<file path="src/rtl/imm_extend_stage.sv">
// imm_extend_stage: decodes the immediate of one RV32/RV64 instruction per
// cycle, covering the base formats and the RVC CI/CIW/CJ/CB formats. Each
// decoded immediate, its illegal flag and its sideband tag are captured as one
// entry. A main register drives the outputs, and a skid register holds one
// overflow entry, so InReady never depends combinationally on OutReady.
module imm_extend_stage #(
  parameter int XLEN      = 32,
  parameter int TAG_WIDTH = 32
) (
  input  logic                 clk,
  input  logic                 reset_n,
  input  logic                 Flush,
  input  logic                 InValid,
  output logic                 InReady,
  input  logic [31:0]          Instr,
  input  logic [3:0]           ImmSel,
  input  logic [TAG_WIDTH-1:0] InTag,
  output logic                 OutValid,
  input  logic                 OutReady,
  output logic [XLEN-1:0]      Imm,
  output logic                 ImmIllegal,
  output logic [TAG_WIDTH-1:0] OutTag
);

  typedef enum logic [1:0] {
    EMPTY = 2'd0,
    ONE   = 2'd1,
    FULL  = 2'd2
  } state_t;

  state_t state, next_state;

  logic [XLEN-1:0]      dec_imm;
  logic                 dec_illegal;

  logic [XLEN-1:0]      main_imm;
  logic                 main_illegal;
  logic [TAG_WIDTH-1:0] main_tag;
  logic [XLEN-1:0]      skid_imm;
  logic                 skid_illegal;
  logic [TAG_WIDTH-1:0] skid_tag;

  logic accept;
  logic drain;
  logic load_main_in;
  logic load_main_skid;
  logic load_skid;

  // Instr[1:0] is only the opcode quadrant and carries no immediate bits.
  logic unused_bits;
  assign unused_bits = ^Instr[1:0];

  // Both valid bits come from the state register, so InReady is registered.
  assign OutValid = (state != EMPTY);
  assign InReady  = (state != FULL);
  assign accept   = InValid & InReady;
  assign drain    = OutValid & OutReady;

  assign Imm        = main_imm;
  assign ImmIllegal = main_illegal;
  assign OutTag     = main_tag;

  // Immediate decode: fill with the sign (or zero) first, then place the field.
  always_comb begin
    dec_imm     = '0;
    dec_illegal = 1'b0;
    case (ImmSel)
      4'd0: begin
        dec_imm       = {XLEN{Instr[31]}};
        dec_imm[11:0] = Instr[31:20];
      end
      4'd1: begin
        dec_imm[4:0] = Instr[24:20];
        if (XLEN == 64) dec_imm[5] = Instr[25];
      end
      4'd2: begin
        dec_imm       = {XLEN{Instr[31]}};
        dec_imm[11:0] = {Instr[31:25], Instr[11:7]};
      end
      4'd3: begin
        dec_imm        = {XLEN{Instr[31]}};
        dec_imm[31:0]  = {Instr[31:12], 12'b0};
      end
      4'd4: begin
        dec_imm        = {XLEN{Instr[31]}};
        dec_imm[20:0]  = {Instr[31], Instr[19:12], Instr[20], Instr[30:21], 1'b0};
      end
      4'd5: begin
        dec_imm        = {XLEN{Instr[31]}};
        dec_imm[12:0]  = {Instr[31], Instr[7], Instr[30:25], Instr[11:8], 1'b0};
      end
      4'd6: begin
        dec_imm       = {XLEN{Instr[12]}};
        dec_imm[5:0]  = {Instr[12], Instr[6:2]};
      end
      4'd7: begin
        dec_imm[9:0] = {Instr[10:7], Instr[12:11], Instr[5], Instr[6], 2'b0};
      end
      4'd8: begin
        dec_imm        = {XLEN{Instr[12]}};
        dec_imm[11:0]  = {Instr[12], Instr[8], Instr[10:9], Instr[6], Instr[7],
                          Instr[2], Instr[11], Instr[5:3], 1'b0};
      end
      4'd9: begin
        dec_imm       = {XLEN{Instr[12]}};
        dec_imm[8:0]  = {Instr[12], Instr[6:5], Instr[2], Instr[11:10], Instr[4:3], 1'b0};
      end
      default: begin
        dec_imm     = '0;
        dec_illegal = 1'b1;
      end
    endcase
  end

  // State register; reset and flush both leave the buffer empty.
  always_ff @(posedge clk or negedge reset_n) begin
    if (!reset_n) begin
      state <= EMPTY;
    end else begin
      state <= next_state;
    end
  end

  // Next-state and load selects; flush overrides any accept or drain.
  always_comb begin
    next_state     = state;
    load_main_in   = 1'b0;
    load_main_skid = 1'b0;
    load_skid      = 1'b0;
    if (Flush) begin
      next_state = EMPTY;
    end else begin
      case (state)
        EMPTY: begin
          if (accept) begin
            load_main_in = 1'b1;
            next_state   = ONE;
          end
        end
        ONE: begin
          if (accept && drain) begin
            load_main_in = 1'b1;
          end else if (accept) begin
            load_skid  = 1'b1;
            next_state = FULL;
          end else if (drain) begin
            next_state = EMPTY;
          end
        end
        FULL: begin
          if (drain) begin
            load_main_skid = 1'b1;
            next_state     = ONE;
          end
        end
        default: begin
          next_state = EMPTY;
        end
      endcase
    end
  end

  // Entry data registers; main is cleared at reset so the outputs read zero.
  always_ff @(posedge clk or negedge reset_n) begin
    if (!reset_n) begin
      main_imm     <= '0;
      main_illegal <= 1'b0;
      main_tag     <= '0;
      skid_imm     <= '0;
      skid_illegal <= 1'b0;
      skid_tag     <= '0;
    end else begin
      if (load_main_in) begin
        main_imm     <= dec_imm;
        main_illegal <= dec_illegal;
        main_tag     <= InTag;
      end else if (load_main_skid) begin
        main_imm     <= skid_imm;
        main_illegal <= skid_illegal;
        main_tag     <= skid_tag;
      end
      if (load_skid) begin
        skid_imm     <= dec_imm;
        skid_illegal <= dec_illegal;
        skid_tag     <= InTag;
      end
    end
  end

endmodule
</file>
<file path="config.mk">
export PLATFORM = sky130hd
export DESIGN_NAME = imm_extend_stage
export DESIGN_NICKNAME = d
export VERILOG_FILES = /design/src/rtl/imm_extend_stage.sv
export SDC_FILE = /design/constraint.sdc
export NUM_CORES = 1
export LEC_CHECK = 0
export ABC_AREA = 1
export CAP_MARGIN = 20
export CORE_AREA = 2 2 117 119
export DETAILED_ROUTE_END_ITERATION = 10
export DIE_AREA = 0 0 119 121
export GPL_TIMING_DRIVEN = 0
export PLACE_DENSITY = 0.78
export SLEW_MARGIN = 40
export SYNTH_ARGS = -nofsm -noshare
export SYNTH_HDL_FRONTEND = slang
export SYNTH_SLANG_ARGS = --single-unit
</file>
<file path="constraint.sdc">
create_clock -name clk -period 1.8 [get_ports clk]
set_input_delay 0.36 -clock clk [delete_from_list [all_inputs] [get_ports clk]]
set_output_delay 0.36 -clock clk [all_outputs]
set_load 0.1 [all_outputs]
</file>
==> reports/qor.log, run 1 <==
[status] run status completed
[routing] total wire length 17300 um
[timing] worst-case hold slack 0.455 ns
[routing] vias per inst 5.16
[setup_path] register-to-register path setup slack 0.14 ns
[finish] antenna diode instance count 0
[cts] H-tree level count 4
[finish] flip-flop and latch area 3300 um2
[die] chip height 121 um
[cts] clock network latency to the later pin of the worst-skew pair 0.42 ns
[die] die width 119 um
[global_route] global-route usage over all layers 25.3%
[finish] final net count 1081
[finish] share of layout cells above drive strength 1 15.9%
[pwr] maximum vdd drop 0.000998 V
[finish] Layout fillers 1165
[setup_path] endpoint kind of the worst setup timing path output pin
[routing] DRT Pass-1 Iters 6
[cts] Max clock buf depth 2
[setup_path] worst setup path end InReady
[placed_design] total of buffers placed on input and output ports 136
[die] core footprint 13100 um2
[setup_path] Critical Path Start state[0]
[cts] TritonCTS clock tree done
[finish] area used by multi-input combinational logic 2650 um2
[job] Max-Cap Viols 0
[die] number of rows in the core area 42
[setup_path] endpoint arrival time on the critical path 1.38 ns
[timing] final setup violation count 0
[synth] Synth warnings 0
[finish] leading cell types in the layout, fill and taps excluded nand2_1 (346), dfrtp_1 (132), buf_2 (91), nand3_1 (80)
[setup_path] Reg2Reg Capture Point ImmIllegal
[placed_design] routability-driven placement congestion ratio 0.939
[placed_design] placed inst area 7700 um2
[die] number of top-level pins 140
[routing] post-detailed-route count of antenna-violating nets 0
[pwr] final total power 12.7 mW
[timing] share of the cycle needed by the critical path after routing 96.6%
[pwr] total power divided by cell area 1530 nW/um2
[timing] final slew viol count 0
[die] die outline area 14400 um2
[die] Starting Density 49.1%
[timing] Layout Skew 0.00739 ns
[global_route] first-pass GRT wire length 28600 um
[pwr] Pleak 4.47 nW
[routing] Iter 0 DRT Violations 442
[global_route] maximum number of pins on one net before global-route repair 75
[routing] Routed wire per std cell 14.4 um
[cts] CTS Sinks 132
[synth] synthesized flop and latch total 132
[synth] per-instance average area after synthesis 7.58 um2
[synth] number of nets in the synthesized netlist 920
[synth] post-synthesis sequential area ratio 51.5%
[cts] Reg clk slew, reported paths 0.06 ns
[setup_path] r2r worst-path depth 7
[routing] DRC violations left 0
[finish] synthesis-to-layout area growth 30.2%
[global_route] total overflow reported by the global router 0
[finish] post-route cell area 8360 um2
[placed_design] HPWL after detailed placement 12500 um
[setup_path] data required time at the worst endpoint 1.44 ns
[setup_path] maximum fanout count along the critical path 4
[timing] Tmin final 1.74 ns
[global_route] number of global-route vias before repair 5853
[worst_hold_path] Hold/Removal Path Class primary input to async pin
[finish] commonest non-fill, non-tap cell in the layout nand2_1
[cts] Clock Tree Root clkbuf_16
[timing] headroom to the max-slew limit 63.5%
[cts] number of buffers inserted during clock tree synthesis 17
[synth] gate count of the mapped netlist 847
[synth] number of distinct library cells after synthesis 22
[setup_path] startpoint-to-endpoint class of the critical path register to output pin
[timing] final total negative setup slack 0 ns
[timing] measured slew at the worst slew-check pin 0.547 ns
[routing] vias after detailed routing 6171
[synth] summed instance area of the synthesized netlist 6420 um2
[setup_path] startpoint kind of the worst setup timing path register
[timing] number of endpoints with negative hold slack in the final report 0
[global_route] antenna violations before repair 0
[timing] maximum achievable frequency 575 MHz
[setup_path] reg2reg start state[0]
==> power by group <==
group | switching (mW) | total [mW] | internal (mW) | leakage (nW)
registers | 0.451 | 4.26 | 3.81 | 1.66
clock network | 1.30 | 3.30 | 2.00 | 0.270
logic | 4.18 | 5.18 | 1.00 | 2.54
total | 5.93 | 12.7 | 6.81 | 4.47
==> repair_timing <==
item | CTS | global route
buffers inserted | 0 | 4
endpoints found under the setup margin | 53 | 81
resized for setup | 6 | 17
hold buffers | 1 | 0
pin swaps | 0 | 2
endpoints found under the hold margin | 58 | 0
==> sequential cells by signal (all words and copies together), names as in the netlist <==
register and cells:
state 2, skid_illegal 1, ImmIllegal 1, Imm 32, skid_imm 32, OutTag 32
skid_tag 32
==> how the worst min path moves through the flow <==
stage                     start          end
floorplan               reset_n   ImmIllegal
global placement    skid_imm[2]  skid_imm[2]
detailed placement      reset_n    OutTag[7]
CTS                     reset_n  skid_tag[7]
global route            reset_n    OutTag[7]
finish                  reset_n    OutTag[7]
==> critical path: stages (launching register included) <==
cell and delay (ns):
dfrtp_1 0.41, inv_2 0.08, nand2_1 0.05, buf_2 0.42
==> synthesized netlist by cell type, drive strengths merged <==
cell / instances / area share [%]
nand3: 84 / 6.7
o21bai: 1 / 0.12
nor2: 62 / 4.1
o21ai: 38 / 3.0
o211ai: 35 / 4.1
buf: 32 / 2.7
inv: 71 / 4.2
clkbuf: 12 / 0.70
a21boi: 1 / 0.12
nand2: 351 / 21
dfrtp: 132 / 51
clkinv: 1 / 0.058
a21oi: 22 / 1.7
nand4: 5 / 0.49
==> routing by layer <==
metal,part of all wire [%],GRT usage (%),up-vias
li1,-,-,3018
met1,47,35.2,2922
met2,46,39.5,208
met3,5.9,6.02,23
met4,1.1,7.66,0
met5,0,0,-
==> per-stage QoR <==
step | util (%) | worst slack (ns) | cells
2_1_floorplan | - | 0.0640 | 847
3_3_place_gp | 61.2 | -4.83 | 1159
3_5_place_dp | 58.8 | -0.513 | 1160
4_1_cts | 63.4 | 0.0270 | 1193
5_1_grt | 63.9 | -0.00168 | 1197
6_report | 63.9 | 0.0615 | 1197
==> final cells by class <==
cell class | count | area share [%]
plain buffers | 44 | 2.83
inverters | 72 | 3.26
repair buffers | 142 | 13.2
flip-flops and latches | 132 | 39.5
clock inverters | 12 | 1.26
clock buffers | 20 | 5.58
well taps | 176 | 2.63
multi-input cells | 599 | 31.7
==> logic make-up (layout without fill, tap and decap cells) <==
group,Yosys count,in the layout,share of synthesized area (%)
buffers and inverters,116,290,7.64
AND/OR/NAND/NOR,502,502,31.9
AO/OA/AOI/OAI,97,97,9.01
flip-flops,132,132,51.5
No activity file was read; power rests on OpenSTA's default activity.
==> inputs of run 2 (changes only) <==
--- a/config.mk
+++ b/config.mk
@@ -7,11 +7,12 @@
 export LEC_CHECK = 0
 export ABC_AREA = 1
 export CAP_MARGIN = 20
-export CORE_AREA = 2 2 117 119
+export CORE_AREA = 2 2 123 125
+export CTS_BUF_LIST = sky130_fd_sc_hd__clkbuf_4 sky130_fd_sc_hd__clkbuf_8 sky130_fd_sc_hd__clkbuf_16
 export DETAILED_ROUTE_END_ITERATION = 10
-export DIE_AREA = 0 0 119 121
+export DIE_AREA = 0 0 125 127
 export GPL_TIMING_DRIVEN = 0
-export PLACE_DENSITY = 0.78
+export PLACE_DENSITY = 0.71
 export SLEW_MARGIN = 40
 export SYNTH_ARGS = -nofsm -noshare
 export SYNTH_HDL_FRONTEND = slang
==> reports/qor.log, run 2 (synthesis gave the netlist of run 1 again) <==
[status] run status completed [unchanged]
[pwr] maximum vdd drop 0.000877 V [was 0.000998 V]
[cts] TritonCTS clock tree done [unchanged]
[global_route] number of global-route vias before repair 5702 [was 5853]
[timing] share of the cycle needed by the critical path after routing 92.6% [was 96.6%]
[setup_path] worst setup path end skid_imm[7] [was InReady]
[timing] measured slew at the worst slew-check pin 0.525 ns [was 0.547 ns]
[routing] DRT Pass-1 Iters 5 [was 6]
[setup_path] most used cell, CP nand3_1
[setup_path] Reg2Reg Capture Point Imm[11] [was ImmIllegal]
[routing] Iter 0 DRT Violations 336 [was 442]
[die] chip height 127 um [was 121 um]
[cts] Max clock buf depth 2 [unchanged]
[pwr] total power divided by cell area 1560 nW/um2 [was 1530 nW/um2]
[setup_path] endpoint kind of the worst setup timing path register [was output pin]
[pwr] Pleak 4.49 nW [was 4.47 nW]
[global_route] total overflow reported by the global router 0 [unchanged]
[setup_path] reg2reg start state[1] [was state[0]]
[setup_path] maximum fanout count along the critical path 10 [was 4]
[setup_path] CP Cell Sequence clkdlybuf4s50_1 -> inv_1 -> nor2_4 -> buf_4 -> nand3_1 -> nand3_1 -> nor2_1 -> o21ai_0 [was inv_2 -> nand2_1 -> buf_2]
[global_route] antenna violations before repair 0 [unchanged]
[timing] headroom to the max-slew limit 65.2% [was 63.5%]
[worst_hold_path] Hold/Removal Path Class register to register [was primary input to async pin]
[timing] final slew viol count 0 [unchanged]
[cts] H-tree level count 4 [unchanged]
[routing] vias after detailed routing 6037 [was 6171]
[routing] DRC violations left 0 [unchanged]
[routing] sum of met3 wire segment lengths after detailed routing 1090 um [was 1020 um]
[worst_hold_path] Hold Path Depth 2
[routing] Metal-1 WL 8250 um [was 8200 um]
[placed_design] routability-driven placement congestion ratio 0.961 [was 0.939]
[setup_path] number of stages on the worst setup path 8 [was 3]
[placed_design] placed inst area 7710 um2 [was 7700 um2]
[timing] final setup violation count 0 [unchanged]
[routing] post-detailed-route count of antenna-violating nets 0 [unchanged]
[setup_path] startpoint kind of the worst setup timing path primary input [was register]
[global_route] maximum number of pins on one net before global-route repair 68 [was 75]
[setup_path] endpoint arrival time on the critical path 2.00 ns [was 1.38 ns]
[routing] met2 layer wire length in the routed design 8380 um [was 7870 um]
[die] die width 125 um [was 119 um]
[timing] maximum achievable frequency 600 MHz [was 575 MHz]
[die] number of top-level pins 140 [unchanged]
[setup_path] register-to-register path setup slack 0.14 ns [about the same]
[setup_path] combined buffer and inverter count along the critical path 3 [was 2]
[setup_path] Max stage delay on crit path 0.59 ns [was 0.42 ns]
[routing] Routed wire per std cell 14.9 um [was 14.4 um]
[pwr] final total power 13.1 mW [was 12.7 mW]
[cts] clock network latency to the later pin of the worst-skew pair 0.42 ns [about the same]
[setup_path] family with the most delay on the worst path buffers and inverters [unchanged]
[finish] share of layout cells above drive strength 1 15.3% [was 15.9%]
[die] die outline area 15900 um2 [was 14400 um2]
[cts] number of buffers inserted during clock tree synthesis 17 [unchanged]
[timing] final setup margin 0.134 ns [was 0.0615 ns]
[global_route] first-pass GRT wire length 28900 um [was 28600 um]
[routing] Max Used Layer met4 [unchanged]
[timing] number of endpoints with negative hold slack in the final report 0 [unchanged]
[die] core footprint 14400 um2 [was 13100 um2]
[cts] Reg clk slew, reported paths 0.06 ns [about the same]
[global_route] global-route usage over all layers 23.0% [was 25.3%]
[cts] Clock Tree Root clkbuf_16 [unchanged]
[finish] final net count 1078 [was 1081]
[timing] Layout Skew 0.00565 ns [was 0.00739 ns]
[placed_design] worst setup slack after placement -0.495 ns [was -0.513 ns]
[placed_design] total of buffers placed on input and output ports 136 [unchanged]
[routing] total wire length 17900 um [was 17300 um]
[finish] antenna diode instance count 0 [unchanged]
[placed_design] HPWL after detailed placement 12700 um [was 12500 um]
[finish] Layout Utilization 58.2% [was 63.9%]
[die] number of rows in the core area 44 [was 42]
[timing] unrepaired setup endpoints after global routing yes
[timing] Tmin final 1.67 ns [was 1.74 ns]
[finish] synthesis-to-layout area growth 30.8% [was 30.2%]
[routing] vias per inst 5.02 [was 5.16]
[setup_path] data required time at the worst endpoint 2.14 ns [was 1.44 ns]
[die] Starting Density 44.5% [was 49.1%]
[setup_path] cell type of the slowest stage on the worst timing path clkdlybuf4s50_1 [was buf_2]
[cts] CTS Sinks 132 [unchanged]
[job] Max-Cap Viols 0 [unchanged]
[finish] commonest non-fill, non-tap cell in the layout nand2_1 [unchanged]
[finish] post-route cell area 8400 um2 [was 8360 um2]
[setup_path] Critical Path Start ImmSel[2] [was state[0]]
[setup_path] startpoint-to-endpoint class of the critical path primary input to register [was register to output pin]
[setup_path] r2r worst-path depth 9 [was 7]
[finish] leading cell types in the layout, fill and taps excluded nand2_1 (347), dfrtp_1 (132), buf_2 (86), nand3_1 (80) [was nand2_1 (346), dfrtp_1 (132), buf_2 (91), nand3_1 (80)]
run 2: cell count changes in the layout (fill, tap and decap cells not counted), moves of 2 or more:
cell and change:
clkbuf_4 +5, buf_2 -5, inv_6 +4, clkbuf_8 -2, clkbuf_2 -2, clkinvlp_4 -3, buf_4 -3, bufinv_16 +2
run 2: worst min path at each step:
stage / start / endpoint
after floorplan: reset_n / ImmIllegal
after global placement: skid_imm[10] / skid_imm[10]
after detailed placement: reset_n / OutTag[6]
after CTS: ImmSel[1] / skid_imm[5]
after global routing: skid_imm[18] / skid_imm[18]
final: skid_imm[9] / skid_imm[9]
run 2: worst register-to-register path, stage by stage, from the launching register on:
cell and delay (ns):
dfrtp_1 0.41, inv_1 0.09, nand2_1 0.07, nor2_1 0.17
nand2_1 0.15, inv_1 0.17, buf_2 0.28, nand4_1 0.13
nand2_1 0.07, inv_1 0.03
run 2: per-stage QoR:
step,setup TNS [ns],hold WS [ns],std cells
CTS,0,0.453,1201
global route,-0.0558,0.492,1202
finish,0,0.478,1202
floorplan,0,0.0644,847
detailed placement,-44.64,0.347,1168
global placement,-697.87,0.462,1167
run 2: area by class of cell:
cell class / count / area [um2]
clock inverters: 14 / 173
well taps: 184 / 230
clock buffers: 18 / 439
flip-flops and latches: 132 / 3300
plain buffers: 44 / 251
inverters: 72 / 273
fillers: 1365 / 6030
multi-input cells: 599 / 2650
repair buffers: 139 / 1080
run 2: timing repair:
item                                    in CTS  in global routing
hold endpoints to repair                    65                  0
resized for setup                            5                 23
setup buffers                                0                  1
endpoints found under the setup margin      42                100
pin swaps                                    0                  2
hold buffers                                 1                  0
run 2: report_power, final:
part	leakage (nW)	internal (mW)	switching (mW)	total (mW)
sequential	1.66	3.81	0.458	4.27
clock	0.298	2.23	1.39	3.62
combinational	2.53	1.00	4.18	5.18
total	4.49	7.05	6.02	13.1
run 2: metal layers:
layer / track usage (%) / vias up
met2: 37.1 / 215
met4: 5.62 / 0
met1: 32.0 / 2804
li1: - / 3006
met3: 4.86 / 12
met5: 0 / -
==> inputs of run 3 (changes only) <==
--- a/config.mk
+++ b/config.mk
@@ -9,6 +9,7 @@
 export CAP_MARGIN = 20
 export CORE_AREA = 2 2 123 125
 export CTS_BUF_LIST = sky130_fd_sc_hd__clkbuf_4 sky130_fd_sc_hd__clkbuf_8 sky130_fd_sc_hd__clkbuf_16
+export CTS_CLUSTER_SIZE = 16
 export DETAILED_ROUTE_END_ITERATION = 10
 export DIE_AREA = 0 0 125 127
 export GPL_TIMING_DRIVEN = 0
==> constraint.sdc (replaced) <==
create_clock -name clk -period 2 [get_ports clk]
set_input_delay 0.4 -clock clk [delete_from_list [all_inputs] [get_ports clk]]
set_output_delay 0.4 -clock clk [all_outputs]
set_load 0.1 [all_outputs]
==> reports/qor.log, run 3 (synthesis gave the netlist of run 1 again) <==
[die] number of rows in the core area 44 [unchanged]
[timing] unrepaired setup endpoints after global routing no [was yes]
[cts] Reg clk slew, reported paths 0.06 ns [about the same]
[finish] leading cell types in the layout, fill and taps excluded nand2_1 (347), dfrtp_1 (132), buf_2 (93), nand3_1 (82) [was nand2_1 (347), dfrtp_1 (132), buf_2 (86), nand3_1 (80)]
[finish] Layout Utilization 57.8% [was 58.2%]
[pwr] Pleak 4.46 nW [was 4.49 nW]
[cts] Clock Tree Root clkbuf_16 [unchanged]
[job] Max-Cap Viols 0 [unchanged]
[global_route] first-pass GRT wire length 28900 um [about the same]
[placed_design] total of buffers placed on input and output ports 136 [unchanged]
[timing] share of the cycle needed by the critical path after routing 93.6%
[setup_path] register-to-register path setup slack 0.13 ns [was 0.14 ns]
[finish] share of layout cells above drive strength 1 14.5% [was 15.3%]
[cts] Max clock buf depth 2 [unchanged]
[finish] synthesis-to-layout area growth 29.8% [was 30.8%]
[die] core footprint 14400 um2 [unchanged]
[setup_path] startpoint-to-endpoint class of the critical path register to register [was primary input to register]
[global_route] total overflow reported by the global router 0 [unchanged]
[pwr] maximum vdd drop 0.000790 V [was 0.000877 V]
[timing] final setup violation count 0 [unchanged]
[timing] number of endpoints with negative hold slack in the final report 0 [unchanged]
[die] die outline area 15900 um2 [unchanged]
[pwr] final total power 11.7 mW [was 13.1 mW]
[global_route] number of global-route vias before repair 5696 [was 5702]
[timing] headroom to the max-slew limit 61.6% [was 65.2%]
[finish] final net count 1077 [was 1078]
[worst_hold_path] Hold/Removal Path Class register to register [unchanged]
[timing] maximum achievable frequency 534 MHz
[finish] antenna diode instance count 0 [unchanged]
[placed_design] placed inst area 7710 um2 [unchanged]
[setup_path] endpoint arrival time on the critical path 2.23 ns [was 2.00 ns]
[placed_design] routability-driven placement congestion ratio 0.961 [unchanged]
[cts] CTS Sinks 132 [unchanged]
[cts] H-tree level count 4 [unchanged]
[die] chip height 127 um [unchanged]
[status] run status completed [unchanged]
[finish] Layout fillers 1373 [was 1365]
[cts] TritonCTS clock tree done [unchanged]
[routing] Routed wire per std cell 14.9 um [about the same]
[routing] vias per inst 5.00 [was 5.02]
[global_route] antenna violations before repair 0 [unchanged]
[timing] Tmin final 1.87 ns
[timing] final total negative setup slack 0 ns [unchanged]
[routing] DRC violations left 0 [unchanged]
[die] Starting Density 44.5% [unchanged]
[setup_path] maximum fanout count along the critical path 10 [unchanged]
[finish] commonest non-fill, non-tap cell in the layout nand2_1 [unchanged]
[setup_path] data required time at the worst endpoint 2.36 ns [was 2.14 ns]
[setup_path] startpoint kind of the worst setup timing path register [was primary input]
[pwr] total power divided by cell area 1410 nW/um2 [was 1560 nW/um2]
[finish] post-route cell area 8330 um2 [was 8400 um2]
[timing] Layout Skew 0.00658 ns [was 0.00565 ns]
[routing] Iter 0 DRT Violations 317 [was 336]
[routing] vias after detailed routing 6009 [was 6037]
[routing] total wire length 17900 um [about the same]
[die] die width 125 um [unchanged]
[routing] DRT Pass-1 Iters 5 [unchanged]
[placed_design] HPWL after detailed placement 12700 um [unchanged]
[die] number of top-level pins 140 [unchanged]
[timing] final slew viol count 0 [unchanged]
[setup_path] endpoint kind of the worst setup timing path register [unchanged]
[cts] clock network latency to the later pin of the worst-skew pair 0.42 ns [about the same]
[cts] number of buffers inserted during clock tree synthesis 17 [unchanged]
[global_route] maximum number of pins on one net before global-route repair 68 [unchanged]
[timing] measured slew at the worst slew-check pin 0.575 ns [was 0.525 ns]
[global_route] global-route usage over all layers 23.0% [about the same]
[routing] post-detailed-route count of antenna-violating nets 0 [unchanged]
[run 3: cell count changes in the layout (fill, tap and decap cells not counted), moves of 2 or more]
cell      before  now
clkbuf_4       9    0
buf_2         86   93
clkbuf_1       8   11
nand3_1       80   82
nand3_2        4    2
nor2_1        55   57
[run 3: area by class of cell]
type	instances	area [um2]	area share [%]
flip-flops and latches	132	3300	39.6
clock buffers	18	439	5.27
plain buffers	44	223	2.67
clock inverters	14	173	2.07
well taps	184	230	2.76
inverters	72	270	3.24
multi-input cells	599	2630	31.5
repair buffers	138	1070	12.8
[run 3: critical path: stages (launching register included)]
cell and delay, ns:
dfrtp_1 0.41, nor2_1 0.15, nand3_1 0.31, inv_2 0.34, buf_2 0.32, nand2_1 0.09, nand3_1 0.08, nand2_1 0.06
inv_1 0.05
[run 3: final timing paths]
path | startpoint | end | cells past startpoint
max | state[0] | Imm[3] | 8
min | skid_imm[9] | skid_imm[9] | 2
max reg2reg | state[0] | Imm[3] | 8
min reg2reg | skid_imm[9] | skid_imm[9] | 2
max in group asynchronous | reset_n | skid_imm[16] | 3
min in group asynchronous | reset_n | OutTag[6] | 2
[run 3: report_power, final]
part / switching [mW] / internal [mW]
clock: 1.24 / 2.01
sequential: 0.413 / 3.43
combinational: 3.75 / 0.890
[run 3: metal layers]
metal  vias up  share of wire (%)  wire length [um]  global-route usage [%]
li1       3005                  -                 -                       -
met3        10                6.0              1070                    4.86
met1      2801                 46              8290                    32.0
met2       193                 47              8380                    37.1
met5         -                  0                 0                       0
met4         0               0.71               127                    5.62
[run 3: repair_timing]
item	4_1_cts	5_1_grt
hold buffers	1	0
buffers inserted	0	0
resized for setup	0	3
setup endpoints to repair	0	19
endpoints found under the hold margin	65	0
[run 3: metrics by stage]
| stage | cells | setup slack, ns | hold WS (ns) |
|---|---|---|---|
| after floorplan | 847 | 0.264 | 0.104 |
| after global placement | 1167 | -4.79 | 0.462 |
| after detailed placement | 1168 | -0.335 | 0.387 |
| after CTS | 1201 | 0.0400 | 0.481 |
| after global routing | 1201 | 0.00296 | 0.492 |
| final | 1201 | 0.127 | 0.479 |
